**config.mk**
```make
export PLATFORM = sky130hd
export DESIGN_NAME = memctrl_port_arbiter
export DESIGN_NICKNAME = d
export VERILOG_FILES = /design/src/rtl/memctrl_port_arbiter.sv
export SDC_FILE = /design/constraint.sdc
export NUM_CORES = 1
export LEC_CHECK = 0
export CORE_ASPECT_RATIO = 1.25
export CORE_UTILIZATION = 45
export CTS_CLUSTER_SIZE = 40
export DETAILED_ROUTE_END_ITERATION = 10
export PLACE_DENSITY_LB_ADDON = 0.15
export SYNTH_ARGS = -nofsm -noshare
export SYNTH_HDL_FRONTEND = slang
export SYNTH_SLANG_ARGS = --single-unit
export TNS_END_PERCENT = 10
```
**constraint.sdc**
```tcl
create_clock -name CLK -period 3.01 [get_ports CLK]
set_clock_uncertainty 0.05 [all_clocks]
set_input_delay 0.7525 -clock CLK [delete_from_list [all_inputs] [get_ports CLK]]
set_output_delay 0.7525 -clock CLK [all_outputs]
set_load 0.05 [all_outputs]
```
**src/rtl/memctrl_port_arbiter.sv**
```systemverilog
// Round-robin arbiter and access sequencer sharing the memory controller host port between two requesters.
// Latency: GNT one cycle after REQ is seen in IDLE; strobes the cycle after GNT; RVALID RD_LAT+2 cycles after GNT.
// Backpressure: REQn is held until GNTn; one access in flight; BIST_EN blocks new grants but lets the current access finish.
//
// Ports:
//   CLK, RSTN                       clock, async active-low reset
//   REQn/WEn/ADDRn/WDATAn (n=0,1)   request side; WE/ADDR/WDATA sampled in the grant decision only
//   GNTn, RVALIDn, RDATA            one-cycle grant pulse, one-cycle read-valid pulse, shared read data
//   BIST_EN, BUSY                   grant inhibit, sequencer activity
//   ADDR/CE/CSB/WEB/OEB/IDATA/ODATA memory controller host port (strobes active low except CE)
module memctrl_port_arbiter #(
  parameter int AW     = 16,
  parameter int DW     = 8,
  parameter int RD_LAT = 1   // 1..7
) (
  input  logic          CLK,
  input  logic          RSTN,
  input  logic          REQ0,
  input  logic          WE0,
  input  logic [AW-1:0] ADDR0,
  input  logic [DW-1:0] WDATA0,
  output logic          GNT0,
  output logic          RVALID0,
  input  logic          REQ1,
  input  logic          WE1,
  input  logic [AW-1:0] ADDR1,
  input  logic [DW-1:0] WDATA1,
  output logic          GNT1,
  output logic          RVALID1,
  output logic [DW-1:0] RDATA,
  input  logic          BIST_EN,
  output logic          BUSY,
  output logic [AW-1:0] ADDR,
  output logic          CE,
  output logic          CSB,
  output logic          WEB,
  output logic          OEB,
  output logic [DW-1:0] IDATA,
  input  logic [DW-1:0] ODATA
);

  typedef enum logic [1:0] {ST_IDLE, ST_CMD, ST_RDWAIT} state_t;

  localparam logic [2:0] LP_RD_LAT = 3'(RD_LAT);

  state_t        r_state, w_state_nxt;

  // Latched command and arbitration history
  logic          r_lat_we,    w_lat_we_nxt;
  logic [AW-1:0] r_lat_addr,  w_lat_addr_nxt;
  logic [DW-1:0] r_lat_wdata, w_lat_wdata_nxt;
  logic          r_owner,     w_owner_nxt;
  logic          r_last,      w_last_nxt;
  logic [2:0]    r_cnt,       w_cnt_nxt;

  // Registered outputs
  logic          r_gnt0,   w_gnt0_nxt;
  logic          r_gnt1,   w_gnt1_nxt;
  logic          r_rvld0,  w_rvld0_nxt;
  logic          r_rvld1,  w_rvld1_nxt;
  logic [DW-1:0] r_rdata,  w_rdata_nxt;
  logic          r_busy,   w_busy_nxt;
  logic [AW-1:0] r_addr,   w_addr_nxt;
  logic          r_ce,     w_ce_nxt;
  logic          r_csb,    w_csb_nxt;
  logic          r_web,    w_web_nxt;
  logic          r_oeb,    w_oeb_nxt;
  logic [DW-1:0] r_idata,  w_idata_nxt;

  // On a tie the port that did not win last time gets the grant.
  logic w_win;
  assign w_win = (REQ0 && REQ1) ? ~r_last : REQ1;

  always_ff @(posedge CLK or negedge RSTN) begin
    if (!RSTN) r_state <= ST_IDLE;
    else       r_state <= w_state_nxt;
  end

  // Strobe outputs are registered from the next-cycle view, so the strobes
  // for CMD appear the cycle after the grant pulse. The RDWAIT counter is
  // loaded with RD_LAT as the command cycle starts and reaches 0 exactly in
  // the cycle ODATA is valid, which is when it is captured.
  always_comb begin
    w_state_nxt     = r_state;
    w_lat_we_nxt    = r_lat_we;
    w_lat_addr_nxt  = r_lat_addr;
    w_lat_wdata_nxt = r_lat_wdata;
    w_owner_nxt     = r_owner;
    w_last_nxt      = r_last;
    w_cnt_nxt       = r_cnt;
    w_gnt0_nxt      = 1'b0;
    w_gnt1_nxt      = 1'b0;
    w_rvld0_nxt     = 1'b0;
    w_rvld1_nxt     = 1'b0;
    w_rdata_nxt     = r_rdata;
    w_addr_nxt      = r_addr;
    w_idata_nxt     = r_idata;
    w_ce_nxt        = 1'b0;
    w_csb_nxt       = 1'b1;
    w_web_nxt       = 1'b1;
    w_oeb_nxt       = 1'b1;

    case (r_state)
      ST_IDLE: begin
        if (!BIST_EN && (REQ0 || REQ1)) begin
          w_lat_we_nxt    = w_win ? WE1    : WE0;
          w_lat_addr_nxt  = w_win ? ADDR1  : ADDR0;
          w_lat_wdata_nxt = w_win ? WDATA1 : WDATA0;
          w_owner_nxt     = w_win;
          w_last_nxt      = w_win;
          w_gnt0_nxt      = ~w_win;
          w_gnt1_nxt      = w_win;
          w_state_nxt     = ST_CMD;
        end
      end
      ST_CMD: begin
        w_csb_nxt  = 1'b0;
        w_ce_nxt   = 1'b1;
        w_addr_nxt = r_lat_addr;
        if (r_lat_we) begin
          w_web_nxt   = 1'b0;
          w_idata_nxt = r_lat_wdata;
          w_state_nxt = ST_IDLE;
        end else begin
          w_oeb_nxt   = 1'b0;
          w_cnt_nxt   = LP_RD_LAT;
          w_state_nxt = ST_RDWAIT;
        end
      end
      ST_RDWAIT: begin
        if (r_cnt == 3'd0) begin
          // Strobes fall back to their inactive defaults next cycle.
          w_rdata_nxt = ODATA;
          w_rvld0_nxt = ~r_owner;
          w_rvld1_nxt = r_owner;
          w_state_nxt = ST_IDLE;
        end else begin
          w_csb_nxt = 1'b0;
          w_ce_nxt  = 1'b1;
          w_oeb_nxt = 1'b0;
          w_cnt_nxt = r_cnt - 3'd1;
        end
      end
      default: w_state_nxt = ST_IDLE;
    endcase

    // Busy also covers the write strobe cycle, when the FSM is already back in IDLE.
    w_busy_nxt = (w_state_nxt != ST_IDLE) || !w_csb_nxt;
  end

  always_ff @(posedge CLK or negedge RSTN) begin
    if (!RSTN) begin
      r_lat_we    <= 1'b0;
      r_lat_addr  <= '0;
      r_lat_wdata <= '0;
      r_owner     <= 1'b0;
      r_last      <= 1'b1;
      r_cnt       <= 3'd0;
      r_gnt0      <= 1'b0;
      r_gnt1      <= 1'b0;
      r_rvld0     <= 1'b0;
      r_rvld1     <= 1'b0;
      r_rdata     <= '0;
      r_busy      <= 1'b0;
      r_addr      <= '0;
      r_ce        <= 1'b0;
      r_csb       <= 1'b1;
      r_web       <= 1'b1;
      r_oeb       <= 1'b1;
      r_idata     <= '0;
    end else begin
      r_lat_we    <= w_lat_we_nxt;
      r_lat_addr  <= w_lat_addr_nxt;
      r_lat_wdata <= w_lat_wdata_nxt;
      r_owner     <= w_owner_nxt;
      r_last      <= w_last_nxt;
      r_cnt       <= w_cnt_nxt;
      r_gnt0      <= w_gnt0_nxt;
      r_gnt1      <= w_gnt1_nxt;
      r_rvld0     <= w_rvld0_nxt;
      r_rvld1     <= w_rvld1_nxt;
      r_rdata     <= w_rdata_nxt;
      r_busy      <= w_busy_nxt;
      r_addr      <= w_addr_nxt;
      r_ce        <= w_ce_nxt;
      r_csb       <= w_csb_nxt;
      r_web       <= w_web_nxt;
      r_oeb       <= w_oeb_nxt;
      r_idata     <= w_idata_nxt;
    end
  end

  assign GNT0    = r_gnt0;
  assign GNT1    = r_gnt1;
  assign RVALID0 = r_rvld0;
  assign RVALID1 = r_rvld1;
  assign RDATA   = r_rdata;
  assign BUSY    = r_busy;
  assign ADDR    = r_addr;
  assign CE      = r_ce;
  assign CSB     = r_csb;
  assign WEB     = r_web;
  assign OEB     = r_oeb;
  assign IDATA   = r_idata;

endmodule

```
---- Word-level counts from Yosys, hierarchy flattened ----
Index checks and enable logic that the tools add are counted.
operators by class
  bitwise gates (word level) .............. 3
  eq/ne operators ......................... 4
  add/subtract/negate cells ............... 1
  reductions and logical operators ........ 14
  mux-type cells .......................... 27
operators by type and width
  kind                   number
  $mux W16               1
  $mux W1                15
  $mux W8                1
  $mux W2                3
  $mux W3                2
  $pmux W1 S2            3
  $pmux W2 S3            1
  $pmux W3 S2            1
  $reduce_and A2 Y1      3
  $ne A2 B2 Y1 const B   2
  $reduce_bool A2 Y1     2
  $logic_not A3 Y1       1
  $not A1 Y1             3
  $reduce_and A3 Y1      1
  $sub A3 B1 Y3 const B  1
  $eq A2 B1 Y1 const B   1
  $eq A2 B2 Y1 const B   1
  $logic_and A1 B1 Y1    2
  $logic_not A1 Y1       2
  $logic_not A2 Y1       1
  $logic_or A1 B1 Y1     2
storage, ports and cells
  flip-flop bits (word level) ............. 73
  output and inout port bits .............. 41
  input bits .............................. 63
  logic and storage cells ................. 68

---- Depth between registers and ports, before layout ----
  depth after elaboration ................. 6
  gate-level depth with buffers ........... 6
  mapped depth without buffers ............ 5

---- Worst setup path after synthesis ----
Ideal clock, no wire load.
  path kind ............................... input port to flip-flop
  start point ............................. in REQ1
  end point ............................... reg r_lat_addr[0]
  cell stages on the path ................. 4
  slack ................................... 1.033 ns
  data arrival time ....................... 1.802 ns
  data required time ...................... 2.835 ns
  buffers on the path ..................... 1
  setup time .............................. 0.125 ns
  cells stage by stage .................... a21boi_4 -> buf_4 -> mux2_2 -> mux2_4
on the way
  word-level cells in the longest chain between the ends .. 3
  elaborated cells between the ends (all ways) .. 6
  those cells by class .................... mux: 2; reduce/logical: 4
ends and longest elaborated chain
  element                                                           line     source
  start: declaration                                                24       input logic REQ1,
  $logic_and A1 B1 Y1 / $logic_or A1 B1 Y1 (equally long branches)  72, 105
  $mux W1 / $logic_and A1 B1 Y1 (equally long branches)             72, 105
  $mux W16 / $reduce_and A2 Y1 (equally long branches)              n/a
  end signal: assignment                                            173      r_lat_addr <= w_lat_addr_nxt;
  end: declaration                                                  50       logic [AW-1:0] r_lat_addr, w_lat_addr_nxt;
Several ways; a longest one is shown, not always the timed one.
A chain may end at the register's enable or synchronous reset.

---- Worst setup path after layout ----
  start point ............................. reg r_web, in the netlist WEB
  end point ............................... out WEB
RTL lines
  element                   line  source
  start: declaration        66    logic r_web, w_web_nxt;
  start signal: assignment  187   r_web <= w_web_nxt;
  end: declaration          36    output logic WEB,
No word-level cell between the ends.

==> results.yml <==
power:
  irDropWorstVdd_v: 0.000621
  leakagePower_nw: 1.98
  power_density_mw_per_mm2: 1170
sta:
  slew_viol_final: 0
  max_freq_mhz: 409
  slew_headroom_pct: 53.6
  hold_viol_final: 0
  final-setup-viol-count: 0
  rsz0062_at_grt: "false"
  worst_pin_slew_ns: 0.695
  tns_ns: 0
  min_period_over_period_pct: 81.2
  fin_crit_ns: 2.45
global_route:
  grt-ovfl-total: 0
  grt_pass1_wl_um: 10600
  antenna_found_initial: 0
  first_global_vias: 2223
  grt_use_total_pct: 18.2
  grt_max_degree: 36
place:
  dp_cells: 402
  dpl.hpwl_um: 4410
  port_buffers: 103
  gp_congestion: 0.802
setup_path:
  critPathMaxFanout: 1
  crit_buf_inv: 1
  worstPathCellList: "clkdlybuf4s50_1"
  worstSetupPathType: "flip-flop to primary output"
  max_stage_delay_ns: 0.79
  cp-start-kind: "flip-flop"
  slowest_stage: "clkdlybuf4s50_1"
  arrival_ns: 1.64
  end_kind: "primary output"
  required_ns: 2.21
  cp_top_family: "buffers and inverters"
clocking:
  root_buffer: "clkbuf_8"
  cts.repair.resized: 0
  post_cts_buffers: 0
  clk_latency_ns: 0.33
  numCtsBuffers: 9
  cts_tree: "done"
  clk_pin_slew_ns: 0.08
  clockBufferDepth: 2
  cts_max_level: 3
  hold_buffers: 0
  numClockSinks: 73
die:
  initial_core_util_pct: 46.8
  placementRows: 34
  die_width_um: 78.2
  core_area_mm2: 0.00698
  io_pins: 104
  die_area_mm2: 0.00760
  die_y_um: 97.2
logic_synthesis:
  synthesis.nets: 282
  ys_ff_latch: 73
  syn_area_per_cell_um2: 15.3
  synth.top_cell.area_share_pct: 52.9
  yosysUniqueCellTypes: 35
  ys_async_sr_fraction_pct: 100
  syn_area_mm2: 0.00326
  synth_ff_type: "dfrtp_1"
  syn_inst: 213
  synth_area_leaders: "dfrtp_1, mux2_2, mux2_4, dfstp_2, ha_1"
  ys_seq_area_share_pct: 56.1
  yosys_warnings: 0
  yosysTopAreaCell: "dfrtp_1"
  synth_edf_count: 0
layout:
  area_delta_synth_final_pct: 41.3
  multi_input_area_mm2: 0.00132
  fin_nets: 392
  diodes: 0
  final_cell_mix: "clkdlybuf4s50_1, dfrtp_1, mux2_2, mux2_4, clkbuf_8"
  mostFrequentLayoutCell: "clkdlybuf4s50_1"
  fin_cells: 418
  drive_above_1_share_pct: 34.5
  area.sequential_mm2: 0.00183
  fillCellCount: 525
routing:
  drt-initial-drc-count: 90
  remaining_drc_errors: 0
  drt-vias-per-instance: 4.97
  drt_pass1_iterations: 4
  postRouteWirelength_um: 6220
  ant_nets: 0
  wl_per_cell_um: 14.9
  num_vias: 2076
run_status:
  status: "completed"
flow_run:
  cap_violations: 0
min_path:
  hold_path_class: "primary input to asynchronous set/reset pin"
-- cell usage after synthesis (2+ instances only) --
cell	instances
a31oi_1	3
nor2_1	4
ha_1	6
dfstp_2	4
buf_4	2
a21o_1	2
buf_12	2
mux2_2	63
mux2_4	20
dfrtp_1	69
nand2_1	4
inv_1	6
and2_1	2
nand3_1	2
buf_2	4
-- flip-flops by register name (all words and copies together), names as in the netlist, 2 cells and up --
signal,cells
RDATA,8
r_cnt,3
ADDR,16
IDATA,8
r_state,2
r_lat_addr,16
r_lat_wdata,8
-- layer usage --
layer | wire length, um | up-vias | GRT usage, %
met1 | 2580 | 1032 | 23.1
met2 | 3230 | 64 | 29.4
met5 | 0 | - | 0
met4 | 70 | 0 | 7.98
li1 | - | 972 | -
met3 | 336 | 8 | 4.23
-- cells by family after synthesis --
group,synth area share (%)
buf+inv,3.34
mux,30.9
simple gates,3.11
compound gates,4.18
fa+ha+maj,2.30
flops,56.1
-- report_power, final --
part	total (mW)	switching, mW	internal, mW
registers	1.73	0.247	1.48
clock network	0.925	0.352	0.573
logic	2.76	1.52	1.23
total	5.41	2.12	3.28
-- cell type report --
cell class                      instances  share of cell area [%]
Clock buffer                           11                    3.07
Sequential cell                        73                    39.7
Inverter                                6                   0.489
Timing Repair Buffer                  108                    23.3
Clock inverter                          5                    2.23
Multi-Input combinational cell        125                    28.7
Tap cell                               90                    2.44
-- per-stage QoR --
stage	setup WS, ns	area, um2	hold WS, ns	util, %	total power, mW
6_report	0.565	4610	0.356	66.1	5.41
5_1_grt	0.527	4610	0.398	66.1	5.70
4_1_cts	0.547	4610	0.376	66.1	5.47
3_5_place_dp	0.468	4370	0.401	62.6	4.52
3_3_place_gp	0.507	4370	0.400	62.6	4.47
2_1_floorplan	1.03	3260	0.376	-	3.71
-- final timing paths --
path                                       from              endpoint  slack [ns]  cells past startpoint
setup / recovery                  WEB$_DFF_PN1_                   WEB        0.56                      1
hold / removal                             RSTN  RDATA[3]$_DFFE_PN0P_        0.36                      1
setup reg to reg           r_state[0]$_DFF_PN0_        BUSY$_DFF_PN0_        0.95                      5
hold reg to reg             r_owner$_DFFE_PN0P_     RVALID0$_DFF_PN0_        0.42                      1
max in group asynchronous                  RSTN         CSB$_DFF_PN1_        1.85                      2
min in group CLK            r_owner$_DFFE_PN0P_     RVALID0$_DFF_PN0_        0.42                      1
(Power assumes the default switching activity.)
